$ cat src/rtl/digit_entry_buffer.sv
// digit_entry_buffer: keypad code collector with filtering, backspace, timeout and submit/ack handshake
module digit_entry_buffer #(
  parameter int NUM_DIGITS     = 4,
  parameter int DIGIT_W        = 4,
  parameter int MAX_DIGIT      = 9,
  parameter int ALLOW_PARTIAL  = 0,
  parameter int TIMEOUT_CYCLES = 0
) (
  input  logic                          clk,
  input  logic                          reset,
  input  logic [DIGIT_W-1:0]            digit_in,
  input  logic                          digit_valid,
  input  logic                          clear,
  input  logic                          backspace,
  input  logic                          submit,
  input  logic                          code_ack,
  output logic [NUM_DIGITS*DIGIT_W-1:0] code_out,
  output logic [NUM_DIGITS-1:0]         digits_to_display,
  output logic [$clog2(NUM_DIGITS+1)-1:0] count,
  output logic                          storage_full,
  output logic                          code_valid,
  output logic                          reject,
  output logic                          timeout
);
  localparam int CW = $clog2(NUM_DIGITS + 1);
  localparam int TW = TIMEOUT_CYCLES > 1 ? $clog2(TIMEOUT_CYCLES) : 1;
  localparam logic [CW-1:0] FULL = CW'(NUM_DIGITS);
  localparam logic [TW-1:0] TLIM = TW'(TIMEOUT_CYCLES > 0 ? TIMEOUT_CYCLES - 1 : 0);
  typedef enum logic {ENTRY, PENDING} state_t;
  state_t state_q, state_d;
  logic [NUM_DIGITS-1:0][DIGIT_W-1:0] slots_q, slots_d;
  logic [CW-1:0] count_q, count_d;
  logic [TW-1:0] timer_q, timer_d;
  logic [NUM_DIGITS-1:0] disp_q, disp_d;
  logic full_q, full_d, reject_q, reject_d, timeout_q, timeout_d, accepted, expire;
  assign expire = TIMEOUT_CYCLES > 0 && count_q != '0 && timer_q == TLIM;
  // Next state: ENTRY edits by priority clear > submit > backspace > digit > inactivity; PENDING freezes the code
  always_comb begin
    state_d = state_q;
    slots_d = slots_q;
    count_d = count_q;
    reject_d = 1'b0;
    timeout_d = 1'b0;
    accepted = 1'b0;
    if (state_q == ENTRY) begin
      if (clear) begin
        slots_d = '0;
        count_d = '0;
        accepted = 1'b1;
      end else if (submit) begin
        if (full_q || (ALLOW_PARTIAL != 0 && count_q != '0)) state_d = PENDING;
        else reject_d = 1'b1;
      end else if (backspace) begin
        if (count_q != '0) begin
          for (int i = 0; i < NUM_DIGITS; i++)
            if (i == NUM_DIGITS - int'(count_q)) slots_d[i] = '0;
          count_d = count_q - CW'(1);
          accepted = 1'b1;
        end else reject_d = 1'b1;
      end else if (digit_valid) begin
        if (int'(digit_in) > MAX_DIGIT || full_q) reject_d = 1'b1;
        else begin
          for (int i = 0; i < NUM_DIGITS; i++)
            if (i == NUM_DIGITS - 1 - int'(count_q)) slots_d[i] = digit_in;
          count_d = count_q + CW'(1);
          accepted = 1'b1;
        end
      end else if (expire) begin
        slots_d = '0;
        count_d = '0;
        timeout_d = 1'b1;
      end
    end else begin
      if (clear || code_ack) begin
        slots_d = '0;
        count_d = '0;
        state_d = ENTRY;
      end else if (digit_valid || backspace || submit) reject_d = 1'b1;
    end
    for (int i = 0; i < NUM_DIGITS; i++) disp_d[i] = i >= NUM_DIGITS - int'(count_d);
    full_d = count_d == FULL;
    timer_d = (TIMEOUT_CYCLES == 0 || state_q != ENTRY || state_d != ENTRY || accepted ||
               count_d == '0 || timer_q == TLIM) ? '0 : timer_q + TW'(1);
  end
  // State and output registers
  always_ff @(posedge clk) begin
    if (reset) begin
      state_q <= ENTRY;
      slots_q <= '0;
      count_q <= '0;
      timer_q <= '0;
      disp_q <= '0;
      full_q <= 1'b0;
      reject_q <= 1'b0;
      timeout_q <= 1'b0;
    end else begin
      state_q <= state_d;
      slots_q <= slots_d;
      count_q <= count_d;
      timer_q <= timer_d;
      disp_q <= disp_d;
      full_q <= full_d;
      reject_q <= reject_d;
      timeout_q <= timeout_d;
    end
  end
  assign code_out = slots_q;
  assign digits_to_display = disp_q;
  assign count = count_q;
  assign storage_full = full_q;
  assign code_valid = state_q == PENDING;
  assign reject = reject_q;
  assign timeout = timeout_q;
endmodule

$ cat config.mk
export PLATFORM = sky130hd
export DESIGN_NAME = digit_entry_buffer
export DESIGN_NICKNAME = d
export VERILOG_FILES = /design/src/rtl/digit_entry_buffer.sv
export SDC_FILE = /design/constraint.sdc
export NUM_CORES = 1
export LEC_CHECK = 0
export BUFFER_PORTS_ARGS = -buffer_cell sky130_fd_sc_hd__clkbuf_2
export CAP_MARGIN = 20
export CORE_AREA = 2 2 55 57
export CTS_CLUSTER_DIAMETER = 80
export DETAILED_ROUTE_END_ITERATION = 6
export DIE_AREA = 0 0 57 59
export PLACE_DENSITY_LB_ADDON = 0.25
export SYNTH_ARGS = -nofsm -noshare
export SYNTH_HDL_FRONTEND = slang
export SYNTH_SLANG_ARGS = --single-unit
export TNS_END_PERCENT = 1
$ cat constraint.sdc
create_clock -name clk -period 8.5 [get_ports clk]
set_input_delay 0.425 -clock clk [delete_from_list [all_inputs] [get_ports clk]]
set_output_delay 0.425 -clock clk [all_outputs]
set_load 0.1 [all_outputs]
Yosys cells after proc, flatten, opt, wreduce, memory -nomap -nowiden. Index checks and enable logic that the tools add are counted.

Add/sub/neg operators: 5. $lt $le $gt $ge: 5. Eq/ne operators: 15. Muxes and demuxes: 39. Reductions and logical operators: 16.

Operators by type and width (count): 16-bit 2-to-1 mux (8); 32-bit logical NOT (2); 4-bit 2-to-1 mux (8); 7-bit AND reduction (4); 3-bit 2-to-1 mux (8); 4-bit by 2-bit inequality test with 1-bit output, second input constant (5); 4-bit nonzero test (5); 3-bit by 4-bit == test with 1-bit output, first input constant (4); 1-bit 2-to-1 mux (15); 2-bit by 4-bit == test with 1-bit output, first input constant (2); 3-bit by 4-bit greater-or-equal comparator with 1-bit output, first input constant (2); 3-bit by 3-bit subtractor with 4-bit output, first input constant (2); 1-bit by 4-bit greater-or-equal comparator with 1-bit output, first input constant (1); 2-bit by 4-bit greater-or-equal comparator with 1-bit output, first input constant (1); 4-bit > comparator, second input constant (1); 1-bit logical OR (4); 4-bit inequality test, second input constant (1); 2-bit by 3-bit subtractor with 4-bit output, first input constant (1); 3-bit by 1-bit adder with 3-bit output, second input constant (1); 3-bit == test, second input constant (1); 3-bit by 2-bit inequality test with 1-bit output, second input constant (1); 3-bit nonzero test (1); 3-bit by 1-bit subtractor with 3-bit output, second input constant (1); 2-bit by 1-bit inequality test with 1-bit output, second input constant (1).

Register bits after elaboration: 26. Input bits: 11. Output and inout port bits: 27. Logic and storage cells: 89.

Depth between registers and ports, before layout.
Depth after elaboration: 10. Gate-level depth with buffers: 12. Mapped depth without buffers: 12.

Worst setup path before layout. OpenSTA, ideal clock, no wires.

Kind: reg-to-reg. Start: reg count_q[0] (netlist: count[0]). End: reg disp_q[1] (netlist: digits_to_display[1]). Library setup time: 0.069 ns. Data arrival time: 3.583 ns. Required time: 8.431 ns. Setup slack: 4.849 ns. Stages on the path, launching flop included: 12. Path buffers: 0. Clock period less this slack: 3.651 ns. Path through: dfxtp_1 -> inv_1 -> ha_1 -> ha_1 -> and2b_1 -> a21oi_2 -> or4_1 -> and3_4 -> ha_1 -> ha_1 -> or2_2 -> a21oi_2.

Longest elaborated chain between the ends: 9. Elaborated cells between the ends (all ways): 13. Classes of those cells: add/sub (3); order compare (1); mux (8); reduce/logical (1).

RTL lines: start: declaration (RTL line 32) `logic [CW-1:0] count_q, count_d;`; start signal: assignment (RTL line 99) `count_q <= count_d;`; 3-bit by 1-bit adder with 3-bit output (RTL line 65) `count_d = count_q + CW'(1);`; 3-bit 2-to-1 mux (RTL line 61) `if (int'(digit_in) > MAX_DIGIT || full_q) reject_d = 1'b1;`; 3-bit 2-to-1 mux (RTL line 60) `end else if (digit_valid) begin`; 3-bit 2-to-1 mux (RTL line 53) `end else if (backspace) begin`; 3-bit 2-to-1 mux (RTL line 50) `end else if (submit) begin`; 3-bit 2-to-1 mux (RTL line 46) `if (clear) begin`; 3-bit 2-to-1 mux (*) (RTL line 45) `if (state_q == ENTRY) begin`; 3-bit by 3-bit subtractor with 4-bit output (*) (RTL line 80) `for (int i = 0; i < NUM_DIGITS; i++) disp_d[i] = i >= NUM_DIGITS - int'(count_d);`; 2-bit by 4-bit greater-or-equal comparator with 1-bit output (*) (RTL line 80); end signal: assignment (RTL line 101) `disp_q <= disp_d;`; end: declaration (RTL line 34) `logic [NUM_DIGITS-1:0] disp_q, disp_d;`.

Mark *: on every way between the ends. The rest lies on a longest branch, timed or not. A chain may end at the register's enable or synchronous reset.

Worst setup path in the final report. Ends and elaborated chain as after synthesis.

==> flow_summary.json <==
{
  "regArea_um2": 520,
  "critPathCaptureType": "register",
  "synthAdderAreaFrac_pct": 11.1,
  "hold_violations": 0,
  "power_uw": 286,
  "critPathKind": "reg -> reg",
  "tritoncts": "done",
  "p_leak_nw": 0.790,
  "final.setup.tns_ps": 0,
  "num_antenna_cells": 0,
  "finalCritPeriodShare_pct": 37.2,
  "required_ps": 8780,
  "cap_violations": 0,
  "crit_slowest_cell": "dfxtp_1",
  "vias_per_cell": 5.57,
  "whs_ps": 400,
  "layout-drive-gt1-share_pct": 28.9,
  "start_util_pct": 54.0,
  "ir_worst_vdd_mv": 0.135,
  "synthMuxAreaShare_pct": 10.9,
  "firstDrtPassIters": 4,
  "rsz0062_at_grt": "false",
  "antenna_found_initial": 0,
  "yosysUniqueCellTypes": 38,
  "synth_compound_area_share_pct": 15.0,
  "drc": 0,
  "clk_path_buf_depth": 2,
  "finalMaxSlewViolations": 0,
  "fin_crit_ps": 3160,
  "clock_skew_ps": 2.76,
  "cp-start-kind": "register",
  "fp.dieW_um": 57,
  "multiInputGateArea_um2": 871,
  "coreArea_um2": 2710,
  "yosysTopAreaCell": "dfxtp_1",
  "synth-simple-area-share_pct": 21.6,
  "slew_headroom_pct": 62.7,
  "syn_area_um2": 1460,
  "synth.top_cell.area_share_pct": 35.6,
  "wl_um": 3130,
  "final_common_cell": "clkbuf_2",
  "track_usage_pct": 19.8,
  "worstSkewPairLatency_ps": 330,
  "die_y_um": 59,
  "status": "completed",
  "dieArea_um2": 3360,
  "synth_top_family_by_area": "simple AND/OR/NAND/NOR gates",
  "hpwl_um": 2380,
  "power_density_nw_per_um2": 169,
  "syn_inst": 157,
  "path_clk_slew_ps": 150,
  "cts-resized-gates": 0,
  "syn_nets": 181,
  "tightest_slew_ps": 558,
  "ys_ff_latch": 26,
  "grt_pass1_vias": 1163,
  "cp_cell_sequence": "inv_1 > ha_1 > ha_1 > and2b_1 > a21oi_2 > or4_1 > and3_4 > ha_1 > ha_1 > or2_2 > a21oi_2",
  "fin_nets": 212,
  "syn_avg_cell_area_um2": 9.32,
  "root_buffer": "clkbuf_4",
  "grt_max_degree": 28,
  "setup_viol": 0,
  "syn2layout_area_growth_pct": 15.7,
  "cp_max_fo": 9,
  "gp_routability_congestion": 0.816,
  "cp.arrival_ps": 3440,
  "row_count": 19,
  "final_cell_mix": "36 x clkbuf_2, 26 x dfxtp_1, 18 x nand2b_1, 16 x mux2i_1, 13 x ha_1",
  "place.port_buffers": 36,
  "pin_count": 38,
  "h-tree-depth": 1,
  "gr-total-overflow": 0,
  "synth_seq_area_share_pct": 35.6,
  "cp_common_cell": "ha_1",
  "fmax_mhz": 316,
  "drt-initial-drc-count": 46,
  "dp_cells": 214,
  "max_stage_delay_ps": 520,
  "min_path_type": "in -> reg",
  "synthXorXnorAreaFrac_pct": 0.598,
  "postCtsHoldBufs": 0,
  "yosys_warnings": 0,
  "cts_sinks": 26,
  "num_vias": 1214,
  "final_cells": 218,
  "grt_pass1_wl_um": 5290,
  "wl_per_cell_um": 14.3,
  "synth_area_leaders": "dfxtp_1 36%, ha_1 11%, mux2i_1 11%, nand2b_1 7.7%, a21oi_2 3.0%",
  "drt.antenna.violating_nets": 0,
  "cts_post_setup_buffers_inserted": 0,
  "fillers": 245,
  "cts_buffers": 3
}
==> stage by stage <==
stage	util [%]	instance area (um2)	setup WS (ps)
5_1_grt	62.5	1690	5160
2_1_floorplan	-	1460	4850
6_report	62.5	1690	5340
4_1_cts	62.5	1690	5350
3_5_place_dp	60.6	1640	5410
3_3_place_gp	60.6	1640	5520
==> synthesized netlist by cell type <==
library cell  count
dfxtp_1          26
nand2b_1         18
mux2i_1          16
ha_1             13
clkbuf_1          9
nor2_1            9
nand2_1           7
a21oi_1           6
inv_1             6
a21oi_2           5
or2_2             5
a221oi_1          4
o21ai_0           3
a22oi_1           2
nor2b_1           2
nor3_1            2
nor4b_1           2
o211ai_1          2
a211oi_1          1
a21o_1            1
a31oi_1           1
and2b_1           1
and3_1            1
and3_4            1
buf_4             1
clkinv_4          1
conb_1            1
nand3b_1          1
nor3b_1           1
nor3b_4           1
o21a_1            1
o21ai_1           1
o21ai_4           1
o221ai_1          1
o22ai_1           1
or2_1             1
or4_1             1
xnor2_1           1
==> critical path, delay by kind of cell, from the launching register on <==
family	cells	cell delay [ps]
compound gates	2	180
flops	1	520
simple gates	4	1280
fa+ha+maj	4	1010
buf+inv	1	140
==> flip-flops by register name, indices dropped and copies added, names as in the netlist <==
| name | cells |
|---|---|
| reject | 1 |
| storage_full | 1 |
| digits_to_display | 4 |
| code_valid | 1 |
| code_out | 16 |
| count | 3 |
==> layout make-up <==
type | count | share of cell area [%]
clock buffer | 3 | 1.33
clock inverter | 1 | 1.77
inverter | 7 | 1.85
multi-input combinational | 114 | 51.4
sequential | 26 | 30.7
tap | 31 | 2.29
timing repair buffer | 36 | 10.6
==> power by group <==
part | leakage [nW] | switching (mW) | total, mW | internal, mW
Combinational | 0.551 | 0.0522 | 0.0702 | 0.0180
Sequential | 0.211 | 0.00247 | 0.128 | 0.126
Clock | 0.0279 | 0.0401 | 0.0878 | 0.0477
==> final timing paths <==
path | startpoint | endpoint | slack [ps] | depth (start not counted)
worst min register to register | code_out[6] | code_out[6] | 490 | 2
worst min-delay path | digit_in[0] | code_out[12] | 400 | 3
worst max-delay path | count[0] | digits_to_display[1] | 5340 | 11
worst max register to register | count[0] | digits_to_display[1] | 5340 | 11
==> cell families (layout without fill, tap and decap cells) <==
group,Yosys count,after routing
simple gates,53,53
fa+ha+maj,13,13
xor+xnor,1,1
other cells,1,1
compound gates,30,30
buf+inv,17,47
flops,26,26
mux,16,16
==> metal layers <==
| layer | wire, um | part of all wire [%] | GRT usage, % |
|---|---|---|---|
| met1 | 1350 | 43 | 24.9 |
| met2 | 1570 | 50 | 34.0 |
| met3 | 135 | 4.3 | 3.06 |
| met4 | 70 | 2.2 | 8.64 |
| met5 | 0 | 0 | 0 |
(Power assumes the default switching activity.)
